$ cat src/rtl/rca_seq_pkg.sv
// ============================================================================
//  Module      : rca_seq_pkg
//  Description : Shared constants, FSM state encoding and nibble-count helper
//                for the sequential ripple-carry adder arbiter.
//  Revision    : 1.0 - initial release
// ============================================================================
`default_nettype none

package rca_seq_pkg;

    localparam int NIB_W = 4;

    typedef enum logic [1:0] {
        S_IDLE = 2'd0,
        S_RUN  = 2'd1,
        S_DONE = 2'd2
    } state_t;

    function automatic int nnib(input int width);
        return width / NIB_W;
    endfunction

endpackage

`default_nettype wire

$ cat src/rtl/rr_arbiter.sv
// ============================================================================
//  Module      : rr_arbiter
//  Description : Combinational round-robin picker: first set request at or
//                after ptr, wrapping modulo N; returns one-hot and index.
//  Revision    : 1.0 - initial release
// ============================================================================
`default_nettype none

module rr_arbiter #(
    parameter int N     = 4,
    parameter int IDX_W = (N > 1) ? $clog2(N) : 1
) (
    input  logic [N-1:0]     req,
    input  logic [IDX_W-1:0] ptr,
    output logic [N-1:0]     grant,
    output logic [IDX_W-1:0] grant_idx
);

    logic [IDX_W:0]   w_sum;
    logic [IDX_W-1:0] w_idx;

    // Scan from the farthest offset down so the nearest request overwrites.
    always_comb begin
        grant     = '0;
        grant_idx = '0;
        w_sum     = '0;
        w_idx     = '0;
        for (int off = N - 1; off >= 0; off--) begin
            w_sum = {1'b0, ptr} + (IDX_W + 1)'(off);
            if (w_sum >= (IDX_W + 1)'(N)) begin
                w_sum = w_sum - (IDX_W + 1)'(N);
            end
            w_idx = w_sum[IDX_W-1:0];
            if (req[w_idx]) begin
                grant        = '0;
                grant[w_idx] = 1'b1;
                grant_idx    = w_idx;
            end
        end
    end

endmodule

`default_nettype wire

$ cat src/rtl/rca_seq_arbiter.sv
// ============================================================================
//  Module      : rca_seq_arbiter
//  Description : Round-robin shares one external 4-bit ripple-carry adder among
//                NREQ requesters, stepping WIDTH-bit operands a nibble a cycle.
//                Optional macro RCA_SEQ_OVF_EN adds the rsp_ovf output.
//  Revision    : 1.0 - initial release
// ============================================================================
`default_nettype none

module rca_seq_arbiter
    import rca_seq_pkg::*;
#(
    parameter int NREQ  = 4,
    parameter int WIDTH = 16
) (
    input  logic                      clk,
    input  logic                      rst,
    input  logic [NREQ-1:0]           req_valid,
    output logic [NREQ-1:0]           req_ready,
    input  logic [NREQ*WIDTH-1:0]     req_a,
    input  logic [NREQ*WIDTH-1:0]     req_b,
    input  logic [NREQ-1:0]           req_ci,
    output logic                      rsp_valid,
    input  logic                      rsp_ready,
    output logic [$clog2(NREQ)-1:0]   rsp_id,
    output logic [WIDTH-1:0]          rsp_sum,
    output logic                      rsp_co,
`ifdef RCA_SEQ_OVF_EN
    output logic                      rsp_ovf,
`endif
    output logic                      busy,
    output logic [3:0]                rca_a,
    output logic [3:0]                rca_b,
    output logic                      rca_ci,
    input  logic [3:0]                rca_s,
    input  logic                      rca_co
);

    localparam int NNIB = nnib(WIDTH);
    localparam int ID_W = $clog2(NREQ);
    localparam int K_W  = (NNIB > 1) ? $clog2(NNIB) : 1;
    localparam logic [K_W-1:0]  C_K_LAST  = K_W'(NNIB - 1);
    localparam logic [ID_W-1:0] C_ID_LAST = ID_W'(NREQ - 1);

    state_t           r_state;
    state_t           w_state_next;
    logic [ID_W-1:0]  r_ptr;
    logic [ID_W-1:0]  r_id;
    logic [ID_W-1:0]  w_grant_idx;
    logic [NREQ-1:0]  w_grant;
    logic [WIDTH-1:0] r_a;
    logic [WIDTH-1:0] r_b;
    logic [WIDTH-1:0] r_sum;
    logic [WIDTH-1:0] w_a_sel;
    logic [WIDTH-1:0] w_b_sel;
    logic             r_ci;
    logic             r_carry;
    logic [K_W-1:0]   r_k;
    logic             w_accept;
    logic             w_last;
`ifdef RCA_SEQ_OVF_EN
    logic             r_ovf;
`endif

    rr_arbiter #(
        .N     (NREQ),
        .IDX_W (ID_W)
    ) u_arb (
        .req       (req_valid),
        .ptr       (r_ptr),
        .grant     (w_grant),
        .grant_idx (w_grant_idx)
    );

    assign w_a_sel  = req_a[w_grant_idx*WIDTH +: WIDTH];
    assign w_b_sel  = req_b[w_grant_idx*WIDTH +: WIDTH];
    assign w_accept = (r_state == S_IDLE) && (|req_valid);
    assign w_last   = (r_k == C_K_LAST);

    always_comb begin
        w_state_next = r_state;
        req_ready    = '0;
        rsp_valid    = 1'b0;
        rsp_id       = '0;
        rsp_sum      = '0;
        rsp_co       = 1'b0;
        busy         = 1'b0;
        rca_a        = '0;
        rca_b        = '0;
        rca_ci       = 1'b0;
`ifdef RCA_SEQ_OVF_EN
        rsp_ovf      = 1'b0;
`endif
        case (r_state)
            S_IDLE: begin
                if (|req_valid) begin
                    req_ready    = w_grant;
                    w_state_next = S_RUN;
                end
            end
            S_RUN: begin
                busy   = 1'b1;
                rca_a  = r_a[r_k*NIB_W +: NIB_W];
                rca_b  = r_b[r_k*NIB_W +: NIB_W];
                rca_ci = (r_k == '0) ? r_ci : r_carry;
                if (w_last) begin
                    w_state_next = S_DONE;
                end
            end
            S_DONE: begin
                busy      = 1'b1;
                rsp_valid = 1'b1;
                rsp_id    = r_id;
                rsp_sum   = r_sum;
                rsp_co    = r_carry;
`ifdef RCA_SEQ_OVF_EN
                rsp_ovf   = r_ovf;
`endif
                if (rsp_ready) begin
                    w_state_next = S_IDLE;
                end
            end
            default: w_state_next = S_IDLE;
        endcase
    end

    always_ff @(posedge clk) begin
        if (rst) begin
            r_state <= S_IDLE;
            r_ptr   <= '0;
            r_id    <= '0;
            r_a     <= '0;
            r_b     <= '0;
            r_ci    <= 1'b0;
            r_sum   <= '0;
            r_carry <= 1'b0;
            r_k     <= '0;
`ifdef RCA_SEQ_OVF_EN
            r_ovf   <= 1'b0;
`endif
        end else begin
            r_state <= w_state_next;
            case (r_state)
                S_IDLE: begin
                    if (w_accept) begin
                        r_a   <= w_a_sel;
                        r_b   <= w_b_sel;
                        r_ci  <= req_ci[w_grant_idx];
                        r_id  <= w_grant_idx;
                        r_k   <= '0;
                        r_ptr <= (w_grant_idx == C_ID_LAST) ? '0 : w_grant_idx + 1'b1;
                    end
                end
                S_RUN: begin
                    r_sum[r_k*NIB_W +: NIB_W] <= rca_s;
                    r_carry                   <= rca_co;
                    r_k                       <= r_k + 1'b1;
`ifdef RCA_SEQ_OVF_EN
                    // Carry into the MSB is recovered as a^b^s at the top bit.
                    if (w_last) begin
                        r_ovf <= rca_co ^ (r_a[WIDTH-1] ^ r_b[WIDTH-1] ^ rca_s[NIB_W-1]);
                    end
`endif
                end
                default: ;
            endcase
        end
    end

endmodule

`default_nettype wire
$ cat config.mk
export PLATFORM = sky130hd
export DESIGN_NAME = rca_seq_arbiter
export DESIGN_NICKNAME = d
export VERILOG_FILES = /design/src/rtl/rca_seq_pkg.sv /design/src/rtl/rr_arbiter.sv /design/src/rtl/rca_seq_arbiter.sv
export SDC_FILE = /design/constraint.sdc
export NUM_CORES = 1
export LEC_CHECK = 0
export ABC_AREA = 1
export CAP_MARGIN = 0
export CORE_ASPECT_RATIO = 2
export CORE_MARGIN = 3
export CORE_UTILIZATION = 44
export DETAILED_ROUTE_END_ITERATION = 10
export GPL_TIMING_DRIVEN = 0
export PLACE_DENSITY_LB_ADDON = 0.1
export SYNTH_ARGS = -nofsm -noshare
export SYNTH_HDL_FRONTEND = slang
export SYNTH_SLANG_ARGS = --single-unit
$ cat constraint.sdc
create_clock -name clk -period 2.7 [get_ports clk]
set_input_delay 0.54 -clock clk [delete_from_list [all_inputs] [get_ports clk]]
set_output_delay 0.54 -clock clk [all_outputs]
set_load 0.01 [all_outputs]
After elaboration in Yosys (flattened, before gate mapping)

Cells that the tools add are included.

Logic and storage cells: 108
Register bits after elaboration: 58
Bits of input ports: 144
Output and inout bits: 34

Equal/unequal tests: 8
Reductions and logical operators: 13
Add/sub/neg operators: 10
Shifts and indexed selects: 6
$lt $le $gt $ge: 13
Mux-type cells: 49

Operators by type and width:

| cell                                                                     | number |
|---|---|
| 64-bit by 7-bit variable part select with 16-bit output                  | 2 |
| 4-bit negator with 34-bit output                                         | 1 |
| 4-bit by 34-bit variable shift with 16-bit output (first input constant) | 1 |
| 4-bit by 34-bit variable part select with 16-bit output                  | 1 |
| 4-bit two-way mux                                                        | 8 |
| 16-bit by 5-bit variable part select with 4-bit output                   | 2 |
| 2-bit two-way mux                                                        | 14 |
| 16-bit bitwise mux                                                       | 1 |
| 16-bit two-way mux                                                       | 1 |
| 2-bit by 3-bit < comparator with 1-bit output (second input constant)    | 5 |
| 1-bit two-way mux                                                        | 14 |
| 1-bit binary-select mux with 2-bit select                                | 5 |
| 3-bit >= comparator (second input constant)                              | 3 |
| 1-bit demux with 2-bit select                                            | 4 |
| 2-bit by 1-bit >= comparator with 1-bit output (second input constant)   | 4 |
| 2-bit by 1-bit subtractor with 2-bit output (second input constant)      | 4 |
| 2-bit by 2-bit adder with 3-bit output (second input constant)           | 2 |
| 2-bit equality test (second input constant)                              | 3 |
| 2-bit inequality test (second input constant)                            | 3 |
| 2-bit one-hot mux with 3 select lines                                    | 1 |
| 1-bit logical AND                                                        | 5 |
| 2-bit by 1-bit adder with 2-bit output (second input constant)           | 2 |
| 2-bit zero test                                                          | 2 |
| 2-bit one-hot mux with 2 select lines                                    | 1 |
| 9 further kinds                                                          | 10 |

Logic depth before layout (Yosys ltp)

Gate-level depths: netlist of the first run.

Depth after elaboration: 13
Depth in mapped cells: 17
Depth with buffers taken out: 15

By module

A second synthesis of the first run with hierarchy kept.

Cell total of the unflattened synthesis: 933
Area total of the unflattened synthesis: 4971.0 um^2

Modules (own cells, without submodules):

| module          | times used | cells an instance | area an instance (um^2) | seq. area each (um^2) |
|---|---|---|---|---|
| rca_seq_arbiter | 1          | 850               | 4513.1                  | 1161.1 |
| rr_arbiter      | 1          | 83                | 457.9                   | 0.0 |

Least setup slack after synthesis of the first run

Ideal clock, no wire load.

Path type: reg2out
From: reg r_state[0]
To: out req_ready[2]
Buffers on the path: 2
Arrival: 1.680 ns
Slack: 0.480 ns
Data required time: 2.160 ns
Stages on the path, launching flop included: 9
Path through: dfxtp_1 inv_1 ha_1 inv_1 nor2_1 clkbuf_1 clkbuf_1 o21ai_0 a31oi_1

Word-level cells in the longest chain between the ends: 2

RTL lines:

| element                | RTL line               | source |
|---|---|---|
| from (decl)            | rca_seq_arbiter.sv:45  | `state_t r_state;` |
| from (signal assigned) | rca_seq_arbiter.sv:142 | `r_state <= w_state_next;` |
| 2-bit zero test        | rca_seq_arbiter.sv:94  | `case (r_state)` |
| 4-bit two-way mux      | rca_seq_arbiter.sv:94  |  |
| to (decl)              | rca_seq_arbiter.sv:19  | `output logic [NREQ-1:0] req_ready,` |

Every way passes these cells.

Final worst setup path of the first run

From: reg r_ptr[1]
To: out req_ready[3]

Word-level cells in the longest chain between the ends: 13
Elaborated cells between the ends (all ways): 49

RTL lines:

| element                                                                                                                               | RTL line                           | source |
|---|---|---|
| from (decl)                                                                                                                           | rca_seq_arbiter.sv:47              | `logic [ID_W-1:0] r_ptr;` |
| from (signal assigned)                                                                                                                | rca_seq_arbiter.sv:151             | `r_ptr <= (w_grant_idx == C_ID_LAST) ? '0 : w_grant_idx + 1'b1;` |
| 2-bit by 2-bit adder with 3-bit output                                                                                                | rr_arbiter.sv:29                   | `w_sum = {1'b0, ptr} + (IDX_W + 1)'(off);` |
| 3-bit >= comparator or 2-bit by 1-bit subtractor with 2-bit output (tied branches)                                                    | rr_arbiter.sv:30, rr_arbiter.sv:31 |  |
| 2-bit two-way mux                                                                                                                     | rr_arbiter.sv:30                   | `if (w_sum >= (IDX_W + 1)'(N)) begin` |
| 2-bit by 3-bit < comparator with 1-bit output (implied by the code) or 2-bit by 1-bit >= comparator with 1-bit output (tied branches) | rr_arbiter.sv:36                   | `grant[w_idx] = 1'b1;` |
| 1-bit logical AND (implied by the code)                                                                                               | rr_arbiter.sv:36                   |  |
| 1-bit two-way mux (implied by the code)                                                                                               | rr_arbiter.sv:36                   |  |
| 1-bit demux with 2-bit select                                                                                                         | --                                 |  |
| 4-bit two-way mux (3 in series)                                                                                                       | rr_arbiter.sv:34                   | `if (req[w_idx]) begin` |
| 4-bit two-way mux (*)                                                                                                                 | rr_arbiter.sv:34                   |  |
| 4-bit two-way mux (*)                                                                                                                 | rca_seq_arbiter.sv:96              | `if (\|req_valid) begin` |
| 4-bit two-way mux (*)                                                                                                                 | rca_seq_arbiter.sv:94              |  |

Mark *: on every way between the ends. The rest lies on a longest branch, timed or not. The select of a mux whose other input is x is not followed.

==> results.cfg, run 1 <==
[outcome]
status = finished, final reports clean

[sta]
setup_violations = 0
maxSlewViolCount = 0
clock.fmax_mhz = 373
slew_headroom = 0.616
period_needed_ps = 2680
hold_viol_final = 0
finClkSkew_ps = 3.96
fin_crit_sh = 0.994
worstMarginPinSlew_ps = 576

[final_layout]
stdcell_count = 1094
nets = 1117
drive_above_1_share = 0.0853
utilization = 0.692
fin_area_um2 = 6750
syn2layout_area_growth_pct = 52.1
fillers = 880

[placed_design]
post_dp_cell_area_um2 = 6360
place_congestion = 0.907
dp_hpwl_mm = 12.3
port_buffers = 176
dp_cells = 1073

[floorplan]
pin_count = 178
core_um2 = 9760
initial_core_util = 0.455
fp.dieW_um = 77.0
floorplan.die_area_um2 = 11400
die_h_um = 148
num_rows = 51

[synthesis]
async_reset_ff_frac = 0
ys_warn_count = 0
syn_avg_cell_area_um2 = 5.80
syn_inst = 765
synth_edf_count = 0
synth_nets = 926
ys_types = 30
ys_seq_area_frac = 0.262
synth_top_flop_cell = dfxtp_1
syn-cell-area_um2 = 4440
ys_ff_latch = 58

[power]
ir_drop_mv = 0.722
power_density_nw_per_um2 = 1070
p_total_w = 0.00723
power_leakage_nw = 3.33

[clock_tree]
path_clk_slew_ps = 50
clock-root-buffer = clkbuf_16
cts_buffer_depth = 2
postCtsHoldBufs = 0
h-tree-depth = 3
tritoncts = built
cts_buffers = 9
insertion_delay_ps = 330
clock_sinks = 58

[drt]
wl_mm = 15.8
route.detailed.drc = 0
vias_per_cell = 5.14
routedWlPerCell_um = 14.4
drtIter0Drc = 360
num_vias = 5621
firstDrtPassIters = 5
ant_nets = 0

[setup_path]
cp.required_ps = 2160
endpoint_kind = output pin
critical_path_class = flop to output pin
worst-path-max-fanout = 7
crit_path_start_kind = flop
arrival_ps = 2140
r2r_slack_ps = 370

[global_routing]
antenna_found_initial = 1
grt_pass1_vias = 5481
grt.total_usage = 0.268
grt_overflow = 0
grt_max_degree = 22
grt_pass1_wl_mm = 25.0

[run]
max_cap_violations = 0

[min_path]
hp-class = flop to flop
-- through the flow --
step	setup slack, ps	hold slack (ps)	TNS (ps)
final	16.1	465	0
after floorplan	480	446	0
after CTS	0.270	466	0
after global routing	-27.2	490	-27.2
after detailed placement	-917	459	-5530
after global placement	-859	456	-4870
-- path summary, 6_finish.rpt --
check | startpoint | depth (start not counted) | endpoint
worst max-delay path | r_ptr[1]$_SDFFE_PP0P_ | 9 | req_ready[3]
worst min-delay path | r_sum[11]$_SDFFE_PP0P_ | 2 | r_sum[11]$_SDFFE_PP0P_
worst max register to register | r_ptr[1]$_SDFFE_PP0P_ | 12 | r_ci$_SDFFE_PP0P_
worst min register to register | r_sum[11]$_SDFFE_PP0P_ | 2 | r_sum[11]$_SDFFE_PP0P_
-- cells in the mapped netlist, types with 8 or more instances --
cell        n  area [um^2]
dfxtp_1    58         1160
nand3_1    98          490
ha_1       17          213
a22oi_1     8         60.1
a21oi_1    80          400
clkbuf_1   20         75.1
nand3b_1   17          128
inv_1     119          447
buf_2      13         65.1
o21ai_0    29          145
nor2_1     66          248
nand2_1   201          754
-- state kept, by name, indices dropped and copies added, names as in the netlist --
name and cells:
r_ci 1, r_ptr 2, r_a 16, r_b 16, r_carry 1, r_k 2
r_id 2, r_sum 16, r_state 2
-- critical path, stage by stage (launching register included) --
cell	delay [ps]
dfxtp_4	380
inv_2	90
ha_4	290
nand3_1	130
nand2_2	140
inv_2	70
or2_2	270
a21oi_1	210
a211oi_2	70
buf_2	150
-- cell usage in the layout (no fill, tap or decap), types with 2 or more instances in the layout --
cell / synthesis / final
a21oi_1: 80 / 80
a22oi_1: 8 / 8
buf_2: 13 / 18
buf_4: 4 / 11
buf_6: 4 / 3
clkbuf_1: 20 / 12
clkbuf_16: 0 / 9
clkbuf_2: 0 / 2
clkbuf_8: 0 / 7
clkdlybuf4s50_1: 0 / 159
clkinv_1: 4 / 3
clkinv_2: 0 / 2
dfxtp_1: 58 / 55
dfxtp_4: 0 / 2
dlygate4sd2_1: 0 / 12
ha_1: 17 / 15
inv_1: 119 / 117
inv_2: 6 / 8
nand2_1: 201 / 201
nand2_2: 7 / 7
nand3_1: 98 / 98
nand3b_1: 17 / 17
nor2_1: 66 / 65
nor2_2: 1 / 2
o21ai_0: 29 / 29
-- where the power goes --
part	total (W)	internal [W]	leakage, nW	switching, W
Clock	0.00107	0.000692	0.143	0.000381
Sequential	0.00128	0.00114	0.480	0.000138
Combinational	0.00488	0.00180	2.70	0.00308
Total	0.00723	0.00363	3.33	0.00360
-- cells by family after synthesis --
logic type / count (synthesis) / synth area share
AND/OR/NAND/NOR: 396 / 0.387
buffers and inverters: 172 / 0.160
AO/OA/AOI/OAI: 122 / 0.144
flip-flops: 58 / 0.262
adder cells (fa/ha/maj): 17 / 0.0479
-- metal layers --
metal	share of wire	track usage
met1	0.36	0.269
met2	0.55	0.507
met5	0	0
met3	0.058	0.0518
met4	0.038	0.143
-- cell type report --
cell class                 instances  area (um^2)  area share
multi-input combinational        535         2610       0.386
timing repair buffer             183         1780       0.264
sequential                        58         1170       0.173
inverter                         130          495      0.0734
clock buffer                      14          274      0.0406
buffer                            39          248      0.0367
tap                              132          165      0.0245
clock inverter                     2         10.0     0.00148
antenna                            1         2.50    0.000371
-- repair_timing --
action | 4_1_cts | 5_1_grt
resized for setup | 57 | 6
endpoints found under the setup margin | 23 | 3
pin swaps | 5 | 2
setup buffers | 1 | 6
endpoints found under the hold margin | 0 | 0
Note: power is estimated with default switching activity, not from simulation.
==> run 2: changes to the inputs <==
--- a/config.mk
+++ b/config.mk
@@ -7,7 +7,6 @@
 export LEC_CHECK = 0
 export ABC_AREA = 1
 export CAP_MARGIN = 0
-export CORE_ASPECT_RATIO = 2
 export CORE_MARGIN = 3
 export CORE_UTILIZATION = 44
 export DETAILED_ROUTE_END_ITERATION = 10
==> results.cfg, run 2 (same netlist as run 1, synthesis figures left out) <==
[outcome]
status = finished, final reports clean

[clock_tree]
h-tree-depth = 3
postCtsHoldBufs = 0
clock_sinks = 58
tritoncts = built
cts_buffer_depth = 2
path_clk_slew_ps = 70
cts_buffers = 9
clock-root-buffer = clkbuf_8
insertion_delay_ps = 340

[power]
power_density_nw_per_um2 = 1040
p_total_w = 0.00696
power_leakage_nw = 3.27
ir_drop_mv = 0.625

[global_routing]
grt_pass1_wl_mm = 23.6
grt.total_usage = 0.255
antenna_found_initial = 0
grt_max_degree = 13
grt_pass1_vias = 5320
grt_overflow = 0

[setup_path]
critical_path.startpoint = req_valid[1]
endpoint_kind = output pin
r2r_cells = 13
max_stage_delay_ps = 270
crit_path_frequent_cell = nand2_1
cp_slowest_cell = dlygate4sd2_1
crit_family = buffers and inverters
worst-path-buf-inv = 5
reg2reg_to = r_ci$_SDFFE_PP0P_
arrival_ps = 2100
critical_path_class = input pin to output pin
r2r_slack_ps = 410
crit_end = req_ready[3]
worst-path-max-fanout = 3
cp.required_ps = 2160
crit_path_start_kind = input pin
r2r-start = r_ptr[0]$_SDFFE_PP0P_
path_depth = 13
crit_chain = dlygate4sd2_1 -> inv_1 -> nand2_1 -> nand3_1 -> nand2_2 -> inv_2 -> nand2_2 -> inv_1 -> nand2_1 -> nand2_1 -> a21oi_2 -> a211oi_1 -> clkdlybuf4s15_1

[placed_design]
post_dp_cell_area_um2 = 6370
dp_hpwl_mm = 11.7
port_buffers = 176
place_congestion = 0.872
dp_slack_ps = -856

[floorplan]
core_um2 = 9770
fp.dieW_um = 106
floorplan.die_area_um2 = 11300
die_h_um = 106
num_rows = 36
initial_core_util = 0.454
pin_count = 178

[sta]
worstMarginPinSlew_ps = 562
fin_crit_sh = 0.978
slew_headroom = 0.622
finClkSkew_ps = 4.44
setup_violations = 0
period_needed_ps = 2640
fin_tns_setup_ps = 0
worst_slack_ps = 60.1
rsz0062_at_grt = yes
hold_viol_final = 0
clock.fmax_mhz = 379
maxSlewViolCount = 0

[final_layout]
diodes = 0
layout_common_cells = 201 x nand2_1, 159 x clkdlybuf4s50_1, 117 x inv_1
syn2layout_area_growth_pct = 50.7
reg_top3 = r_a x16, r_b x16, r_sum x16
final_common_cell = nand2_1
nets = 1117
fin_area_um2 = 6690
drive_above_1_share = 0.0812
utilization = 0.684

[drt]
routedWlPerCell_um = 13.8
vias_per_cell = 5.12
ant_nets = 0
num_vias = 5598
drtIter0Drc = 292
wl_mm = 15.1
route.detailed.drc = 0
firstDrtPassIters = 5

[run]
max_cap_violations = 0

[min_path]
hp-class = flop to flop
-- run 2: cell types whose count changed in the layout (fill, tap and decap cells not counted), sizes merged --
cell and change:
buf -5, bufinv +1, clkbuf +2, clkdlybuf4s15 +2
clkinv -1, diode -1, dlygate4sd2 +2, dlymetal6s2s -1
-- run 2: per-layer routing --
layer | vias to the layer above | GRT usage | share of wire
li1 | 2786 | - | -
met1 | 2562 | 0.300 | 0.41
met2 | 208 | 0.459 | 0.50
met3 | 42 | 0.0522 | 0.060
met4 | 0 | 0.0868 | 0.029
met5 | - | 0 | 0
-- run 2: worst min path at each step --
stage / end / depth (start not counted) / slack, ps / from
finish: r_sum[2]$_SDFFE_PP0P_ / 2 / 470 / r_sum[2]$_SDFFE_PP0P_
floorplan: r_id[0]$_SDFFE_PP0P_ / 2 / 450 / r_id[0]$_SDFFE_PP0P_
global route: r_sum[11]$_SDFFE_PP0P_ / 2 / 500 / r_sum[11]$_SDFFE_PP0P_
detailed placement: r_sum[2]$_SDFFE_PP0P_ / 2 / 460 / r_sum[2]$_SDFFE_PP0P_
global placement: r_sum[2]$_SDFFE_PP0P_ / 2 / 450 / r_sum[2]$_SDFFE_PP0P_
CTS: r_sum[2]$_SDFFE_PP0P_ / 2 / 470 / r_sum[2]$_SDFFE_PP0P_
-- run 2: final cells by class --
| class | instances | area, um^2 |
|---|---|---|
| Tap cell | 133 | 166 |
| Timing Repair Buffer | 182 | 1790 |
| Buffer | 40 | 254 |
| Clock buffer | 14 | 163 |
| Inverter | 130 | 500 |
| Multi-Input combinational cell | 535 | 2610 |
| Clock inverter | 2 | 35.0 |
| Fill cell | 921 | 3080 |
| Sequential cell | 58 | 1170 |
-- run 2: worst register-to-register path, delay by kind of cell, from the launching register on --
kind	cells	cell delay, ps
compound gates	1	150
flops	1	380
buf+inv	3	790
simple gates	9	880
-- run 2: power breakdown --
group	total [W]	switching, W	internal (W)
clock	0.000833	0.000356	0.000477
sequential	0.00127	0.000132	0.00114
combinational	0.00485	0.00303	0.00182
-- run 2: stage by stage --
step,cells,hold slack [ps]
2_1_floorplan,765,446
3_5_place_dp,1074,463
3_3_place_gp,1074,454
6_report,1094,470
5_1_grt,1094,498
4_1_cts,1091,474
-- run 2: repair_timing --
item / 4_1_cts / 5_1_grt
setup endpoints to repair: 23 / 14
pin swaps: 3 / 3
setup buffers: 3 / 3
resized for setup: 53 / 8
